[config.mk]
export PLATFORM = sky130hd
export DESIGN_NAME = exception_controller_flat
export DESIGN_NICKNAME = d
export VERILOG_FILES = /design/src/rtl/exception_controller_pkg.sv /design/src/rtl/exception_controller_if.sv /design/src/rtl/exception_controller_priority_encoder.sv /design/src/rtl/exception_controller.sv /design/src/flat_wrapper.sv
export SDC_FILE = /design/constraint.sdc
export NUM_CORES = 1
export LEC_CHECK = 0
export BUFFER_PORTS_ARGS = -buffer_cell sky130_fd_sc_hd__buf_2
export CORE_UTILIZATION = 34
export CTS_BUF_LIST = sky130_fd_sc_hd__clkbuf_8 sky130_fd_sc_hd__clkbuf_16
export DETAILED_ROUTE_END_ITERATION = 10
export PLACE_DENSITY = 0.65
export RECOVER_POWER = 25
export SYNTH_ARGS = -nofsm -noshare
export SYNTH_HDL_FRONTEND = slang
export SYNTH_SLANG_ARGS = --single-unit
[constraint.sdc]
create_clock -name clk -period 6.5 [get_ports clk]
set_input_delay 0.325 -clock clk [delete_from_list [all_inputs] [get_ports clk]]
set_output_delay 0.325 -clock clk [all_outputs]
set_load 0.05 [all_outputs]
[src/rtl/exception_controller_pkg.sv]
// Shared types and cause codes for the exception/interrupt sequencer.
package exceptionGroup;

   typedef enum logic [2:0] {IDLE, PENDING, ENTRY, SERVICE, HALT} state_e;

   localparam logic [4:0] CAUSE_NONE     = 5'd0;
   localparam logic [4:0] CAUSE_ILLEGAL  = 5'd1;
   localparam logic [4:0] CAUSE_MISALIGN = 5'd2;
   localparam logic [4:0] CAUSE_SYSCALL  = 5'd3;
   localparam logic [4:0] CAUSE_DIVZERO  = 5'd4;
   localparam logic [4:0] CAUSE_IRQ_BASE = 5'd16;

   // Fault causes occupy 1..nfault; everything above is an interrupt.
   function automatic logic is_fault_cause(input logic [4:0] c, input int nfault);
      return (c != CAUSE_NONE) && (int'(c) <= nfault);
   endfunction

endpackage

[src/rtl/exception_controller_if.sv]
// Signals between the sequencer and the CPU control / system-register blocks.
interface exception_controller_if #(
   parameter int NUM_IRQ   = 16,
   parameter int NUM_FAULT = 4
);
   logic [NUM_IRQ-1:0]   irq;
   logic [NUM_FAULT-1:0] faultIn;
   logic                 interruptEnable;
   logic [NUM_IRQ-1:0]   exceptionMask;
   logic [31:0]          isrBaseAddress;
   logic [31:0]          pcIn;
   logic                 instrBoundary;
   logic                 eret;
   logic                 exceptionPending;
   logic [4:0]           cause;
   logic                 vectorValid;
   logic [31:0]          vectorAddress;
   logic                 interruptDisable;
   logic                 returnValid;
   logic [31:0]          returnAddress;
   logic                 interruptRestore;
   logic                 restoreValue;
   logic                 halted;

   modport master (
      output irq, faultIn, interruptEnable, exceptionMask, isrBaseAddress, pcIn,
             instrBoundary, eret,
      input  exceptionPending, cause, vectorValid, vectorAddress, interruptDisable,
             returnValid, returnAddress, interruptRestore, restoreValue, halted
   );

   modport slave (
      input  irq, faultIn, interruptEnable, exceptionMask, isrBaseAddress, pcIn,
             instrBoundary, eret,
      output exceptionPending, cause, vectorValid, vectorAddress, interruptDisable,
             returnValid, returnAddress, interruptRestore, restoreValue, halted
   );
endinterface

[src/rtl/exception_controller_priority_encoder.sv]
// Fixed-priority arbitration: any fault beats any IRQ, lowest index wins in each group.
module exception_priority_encoder
   import exceptionGroup::*;
#(
   parameter int NUM_IRQ        = 16,
   parameter int NUM_FAULT      = 4,
   parameter int IRQ_CAUSE_BASE = 16
) (
   input  logic [NUM_FAULT-1:0] fault_i,
   input  logic [NUM_IRQ-1:0]   irq_i,
   output logic                 valid_o,
   output logic                 is_fault_o,
   output logic [4:0]           cause_o
);

   always_comb begin
      valid_o    = (|fault_i) | (|irq_i);
      is_fault_o = |fault_i;
      cause_o    = CAUSE_NONE;
      // Scan high to low so the lowest set index is the last write; faults overwrite IRQs.
      for (int i = NUM_IRQ - 1; i >= 0; i--)
         if (irq_i[i]) cause_o = 5'(IRQ_CAUSE_BASE + i);
      for (int j = NUM_FAULT - 1; j >= 0; j--)
         if (fault_i[j]) cause_o = 5'(j + 1);
   end

endmodule

[src/rtl/exception_controller.sv]
// Exception/interrupt sequencer: arbitration, entry handshake, vectoring, epc save and return.
module exception_controller
   import exceptionGroup::*;
#(
   parameter int NUM_IRQ        = 16,
   parameter int NUM_FAULT      = 4,
   parameter int IRQ_CAUSE_BASE = 16
) (
   input  logic            clk,
   input  logic            reset,
   exception_controller_if.slave bus
);

   state_e               state_q, state_d;
   logic [4:0]           cause_q, cause_d;
   logic [NUM_FAULT-1:0] fault_q, fault_d, fault_eff, fault_clr;
   logic [31:0]          epc_q;
   logic                 saved_ie_q;
   logic [NUM_IRQ-1:0]   irq_elig;
   logic                 enc_valid, enc_is_fault;
   logic [4:0]           enc_cause;

   assign irq_elig  = bus.irq & bus.exceptionMask & {NUM_IRQ{bus.interruptEnable}};
   // A pulse arriving this cycle already counts as latched for arbitration.
   assign fault_eff = fault_q | bus.faultIn;

   exception_priority_encoder #(
      .NUM_IRQ        (NUM_IRQ),
      .NUM_FAULT      (NUM_FAULT),
      .IRQ_CAUSE_BASE (IRQ_CAUSE_BASE)
   ) u_enc (
      .fault_i    (fault_eff),
      .irq_i      (irq_elig),
      .valid_o    (enc_valid),
      .is_fault_o (enc_is_fault),
      .cause_o    (enc_cause)
   );

   always_comb begin
      for (int j = 0; j < NUM_FAULT; j++)
         fault_clr[j] = (state_q == ENTRY) && (cause_q == 5'(j + 1));
   end
   assign fault_d = (fault_q & ~fault_clr) | bus.faultIn;

   always_comb begin
      state_d              = state_q;
      cause_d              = cause_q;
      bus.exceptionPending = 1'b0;
      bus.vectorValid      = 1'b0;
      bus.vectorAddress    = 32'h0;
      bus.interruptDisable = 1'b0;
      bus.returnValid      = 1'b0;
      bus.interruptRestore = 1'b0;
      bus.halted           = 1'b0;
      case (state_q)
         IDLE: begin
            if (enc_valid) begin
               cause_d = enc_cause;
               state_d = PENDING;
            end
         end
         PENDING: begin
            bus.exceptionPending = 1'b1;
            if (!is_fault_cause(cause_q, NUM_FAULT) && enc_is_fault) cause_d = enc_cause;
            if (bus.instrBoundary) state_d = ENTRY;
         end
         ENTRY: begin
            bus.exceptionPending = 1'b1;
            bus.vectorValid      = 1'b1;
            bus.interruptDisable = 1'b1;
            bus.vectorAddress    = bus.isrBaseAddress + {25'd0, cause_q, 2'b00};
            state_d              = SERVICE;
         end
         SERVICE: begin
            // A fault inside the handler is fatal and suppresses a coincident return.
            if (|bus.faultIn) begin
               state_d = HALT;
            end else if (bus.eret) begin
               bus.returnValid      = 1'b1;
               bus.interruptRestore = 1'b1;
               state_d              = IDLE;
            end
         end
         HALT: begin
            bus.exceptionPending = 1'b1;
            bus.halted           = 1'b1;
         end
         default: state_d = IDLE;
      endcase
   end

   assign bus.cause         = cause_q;
   assign bus.returnAddress = epc_q;
   assign bus.restoreValue  = saved_ie_q;

   always_ff @(posedge clk or posedge reset) begin
      if (reset) begin
         state_q    <= IDLE;
         cause_q    <= CAUSE_NONE;
         fault_q    <= '0;
         epc_q      <= 32'h0;
         saved_ie_q <= 1'b0;
      end else begin
         state_q <= state_d;
         cause_q <= cause_d;
         fault_q <= fault_d;
         if (state_q == ENTRY) begin
            epc_q      <= bus.pcIn;
            saved_ie_q <= bus.interruptEnable;
         end
      end
   end

endmodule

[src/flat_wrapper.sv]
// flat-port wrapper written by rule: the top's interface ports become plain ports
module exception_controller_flat import exceptionGroup::*;
#(
   parameter int NUM_IRQ        = 16,
   parameter int NUM_FAULT      = 4,
   parameter int IRQ_CAUSE_BASE = 16
)
  (clk, reset, bus_irq, bus_faultIn, bus_interruptEnable, bus_exceptionMask, bus_isrBaseAddress, bus_pcIn, bus_instrBoundary, bus_eret, bus_exceptionPending, bus_cause, bus_vectorValid, bus_vectorAddress, bus_interruptDisable, bus_returnValid, bus_returnAddress, bus_interruptRestore, bus_restoreValue, bus_halted);
  exception_controller_if #(.NUM_IRQ(NUM_IRQ), .NUM_FAULT(NUM_FAULT)) bus_i ();
  input  logic clk;
  input  logic reset;
  input wire logic [$bits(bus_i.irq)-1:0] bus_irq;
  input wire logic [$bits(bus_i.faultIn)-1:0] bus_faultIn;
  input wire logic [$bits(bus_i.interruptEnable)-1:0] bus_interruptEnable;
  input wire logic [$bits(bus_i.exceptionMask)-1:0] bus_exceptionMask;
  input wire logic [$bits(bus_i.isrBaseAddress)-1:0] bus_isrBaseAddress;
  input wire logic [$bits(bus_i.pcIn)-1:0] bus_pcIn;
  input wire logic [$bits(bus_i.instrBoundary)-1:0] bus_instrBoundary;
  input wire logic [$bits(bus_i.eret)-1:0] bus_eret;
  output wire logic [$bits(bus_i.exceptionPending)-1:0] bus_exceptionPending;
  output wire logic [$bits(bus_i.cause)-1:0] bus_cause;
  output wire logic [$bits(bus_i.vectorValid)-1:0] bus_vectorValid;
  output wire logic [$bits(bus_i.vectorAddress)-1:0] bus_vectorAddress;
  output wire logic [$bits(bus_i.interruptDisable)-1:0] bus_interruptDisable;
  output wire logic [$bits(bus_i.returnValid)-1:0] bus_returnValid;
  output wire logic [$bits(bus_i.returnAddress)-1:0] bus_returnAddress;
  output wire logic [$bits(bus_i.interruptRestore)-1:0] bus_interruptRestore;
  output wire logic [$bits(bus_i.restoreValue)-1:0] bus_restoreValue;
  output wire logic [$bits(bus_i.halted)-1:0] bus_halted;
  assign bus_i.irq = bus_irq;
  assign bus_i.faultIn = bus_faultIn;
  assign bus_i.interruptEnable = bus_interruptEnable;
  assign bus_i.exceptionMask = bus_exceptionMask;
  assign bus_i.isrBaseAddress = bus_isrBaseAddress;
  assign bus_i.pcIn = bus_pcIn;
  assign bus_i.instrBoundary = bus_instrBoundary;
  assign bus_i.eret = bus_eret;
  assign bus_exceptionPending = bus_i.exceptionPending;
  assign bus_cause = bus_i.cause;
  assign bus_vectorValid = bus_i.vectorValid;
  assign bus_vectorAddress = bus_i.vectorAddress;
  assign bus_interruptDisable = bus_i.interruptDisable;
  assign bus_returnValid = bus_i.returnValid;
  assign bus_returnAddress = bus_i.returnAddress;
  assign bus_interruptRestore = bus_i.interruptRestore;
  assign bus_restoreValue = bus_i.restoreValue;
  assign bus_halted = bus_i.halted;
  exception_controller #(.NUM_IRQ(NUM_IRQ), .NUM_FAULT(NUM_FAULT), .IRQ_CAUSE_BASE(IRQ_CAUSE_BASE)) u_core (.clk(clk), .reset(reset), .bus(bus_i));
endmodule
==> impl_metrics.tcl <==
set metrics [dict create \
    p_total_mw 1.86 \
    final_antenna_net_count 0 \
    post_cts_buffers 0 \
    synthArstFlopShare_pct 100 \
    arrival_ns 2.85 \
    synthToLayoutAreaGrowth_pct 34.8 \
    coreArea_um2 8380 \
    die_x_um 96.1 \
    rr_worst_depth 6 \
    cp_data_required_time_ns 6.17 \
    maxCapViolations 1 \
    die_area_um2 9240 \
    p_sw_share_pct 59.0 \
    die_y_um 96.1 \
    nNetsFinal 671 \
    fmax_mhz 315 \
    cts_buffer_depth 2 \
    first_iter_violations 119 \
    initial_core_util_pct 35.9 \
    cts_hold_buf 0 \
    p_switching_mw 1.10 \
    root_buffer "clkbuf_8" \
    finClkSkew_ns 0.00774 \
    cp-start-kind "flip-flop" \
    power.share.clock_pct 9.3 \
    synth_nets 503 \
    comb_power_share_pct 64.7 \
    port_buffers 180 \
    slew_headroom_pct -13.0 \
    via_count 3338 \
    syn_area_um2 3010 \
    p_seq_share_pct 26.0 \
    cts_resized 0 \
    fp-row-count 33 \
    fill_cells 861 \
    status "complete, but fails checks" \
    leakagePower_nw 2.14 \
    maxSlewViolCount 46 \
    finalCritPeriodShare_pct 48.8 \
    wl_per_cell_um 13.0 \
    multi_input_area_um2 1780 \
    ys.flop_type "dfrtp_1" \
    hpwl_um 6770 \
    grt_max_degree 65 \
    layout_commonest_cell "buf_2" \
    grt_pass1_vias 3064 \
    mostFrequentLayoutCells "buf_2 (180), nand2_1 (130), dfrtp_1 (45), nor2_1 (37), xnor2_1 (20)" \
    drc 0 \
    fin_cells 666 \
    grt_setup_unrepaired "false" \
    min_period_ns 3.17 \
    internal_power_mw 0.764 \
    dp_cells 658 \
    synth_cell_type_count 50 \
    clk_pin_slew_worst_paths_ns 0.09 \
    violations "capacitance limit, slew limit" \
    critPathKind "flip-flop to output pin" \
    synth_edf_count 0 \
    seq_area_frac_synth_pct 37.4 \
    drive_gt1_share_pct 35.7 \
    clk_latency_ns 0.29 \
    worst_hold_slack_ns 0.216 \
    ys_seq_elements 45 \
    power_density_nw_per_um2 459 \
    crit_path_end_kind "output pin" \
    register_area_um2 1130 \
    antenna_found_initial 0 \
    hold_depth 3 \
    crit_fanout 64 \
    clock_sinks 45 \
    dr.pass1.iters 4 \
    htreeDepth 2 \
    utilization_pct 48.5 \
    tns_ns 0 \
    numCtsBuffers 5 \
    cts_tree "built" \
    grt_overflow_total 0 \
    ir_drop_v 0.000170 \
    gp_congestion 0.800 \
    grt_util_all_layers_pct 18.2 \
    timing.final.hold_violations 0 \
    antenna_cells 0 \
    synth-warning-count 0 \
    viasPerCell 5.01 \
    syn_inst 392 \
    ios 181 \
    syn-mean-instance-area_um2 7.69 \
    finalWirelength_um 8640 \
    setup_violations 0 \
    tightestPinTransition_ns 1.69 \
    min_path_type "input pin to flip-flop" \
    grt_pass1_wl_um 13300 \
]
path summary, 6_finish.rpt:
| path | startpoint | to | slack [ns] |
|---|---|---|---|
| min in group asynchronous | reset | u_core.bus.returnAddress[0] | 0.55 |
| hold reg to reg | u_core.bus.returnAddress[12] | u_core.bus.returnAddress[12] | 0.47 |
| setup / recovery | u_core.state_q[1] | bus_vectorAddress[31] | 3.33 |
| setup reg to reg | u_core.fault_q[2] | u_core.bus.cause[2] | 4.20 |
| hold / removal | bus_pcIn[19] | u_core.bus.returnAddress[19] | 0.22 |
| max in group asynchronous | reset | u_core.bus.returnAddress[27] | 4.96 |
through the flow:
step           setup slack (ns)  area [um^2]
5_1_grt                    3.06         4060
4_1_cts                    3.29         4060
6_report                   3.33         4060
3_3_place_gp               3.67         3970
3_5_place_dp               3.62         3970
2_1_floorplan              3.23         3010
registers in the layout (all words and copies together), names as in the netlist:
| register | count |
|---|---|
| u_core.bus.cause | 5 |
| u_core.bus.restoreValue | 1 |
| u_core.fault_q | 4 |
| u_core.state_q | 3 |
| u_core.bus.returnAddress | 32 |
logic make-up after synthesis:
family | Yosys count | synth area share, %
multiplexers | 4 | 1.49
AND/OR/NAND/NOR | 232 | 34.9
adder cells (fa/ha/maj) | 6 | 2.74
AO/OA/AOI/OAI | 50 | 11.7
XOR/XNOR | 28 | 8.14
buffers and inverters | 27 | 3.70
flip-flops | 45 | 37.4
worst max-delay path, stage by stage, from the launching register on:
cell     delay, ns
dfrtp_1       0.54
or3b_2        0.47
buf_4         0.32
inv_2         0.56
nand2_1       0.12
a21oi_1       0.14
a31o_1        0.11
buf_2         0.25
layout make-up:
type | count | share of cell area [%]
inverter | 6 | 0.554
tap | 105 | 3.23
clock buffer | 5 | 1.69
multi-input combinational | 320 | 43.7
clock inverter | 3 | 0.554
timing repair buffer | 182 | 22.5
sequential | 45 | 27.7
per-layer routing:
layer | up-vias | global-route usage, % | routed length [um]
met5 | - | 0 | 0
met4 | 0 | 6.84 | 240
met1 | 1530 | 22.5 | 3800
met3 | 19 | 3.71 | 579
li1 | 1667 | - | -
met2 | 122 | 30.9 | 4020
power by group through the flow:
stage	logic (mW)	registers, mW	clock network, mW
2_1_floorplan	0.564	0.851	0
3_3_place_gp	1.21	0.488	0
3_5_place_dp	1.22	0.491	0
4_1_cts	1.22	0.485	0.182
5_1_grt	1.30	0.506	0.192
6_report	1.21	0.485	0.173
Yosys cell counts, types with 5 or more instances:
| cell type | count | area (um^2) |
|---|---|---|
| a21o_1 | 6 | 45.0 |
| a21oi_1 | 7 | 35.0 |
| a31oi_1 | 6 | 37.5 |
| clkbuf_1 | 17 | 63.8 |
| dfrtp_1 | 45 | 1130 |
| ha_1 | 5 | 62.6 |
| inv_1 | 5 | 18.8 |
| nand2_1 | 130 | 488 |
| nand3_1 | 9 | 45.0 |
| nand4_1 | 10 | 62.6 |
| nor2_1 | 37 | 139 |
| nor3_1 | 10 | 50.1 |
| nor4_1 | 10 | 62.6 |
| o21ai_0 | 6 | 30.0 |
| xnor2_1 | 20 | 175 |
| xor2_1 | 8 | 70.1 |
Note: power is estimated with default switching activity, not from simulation.
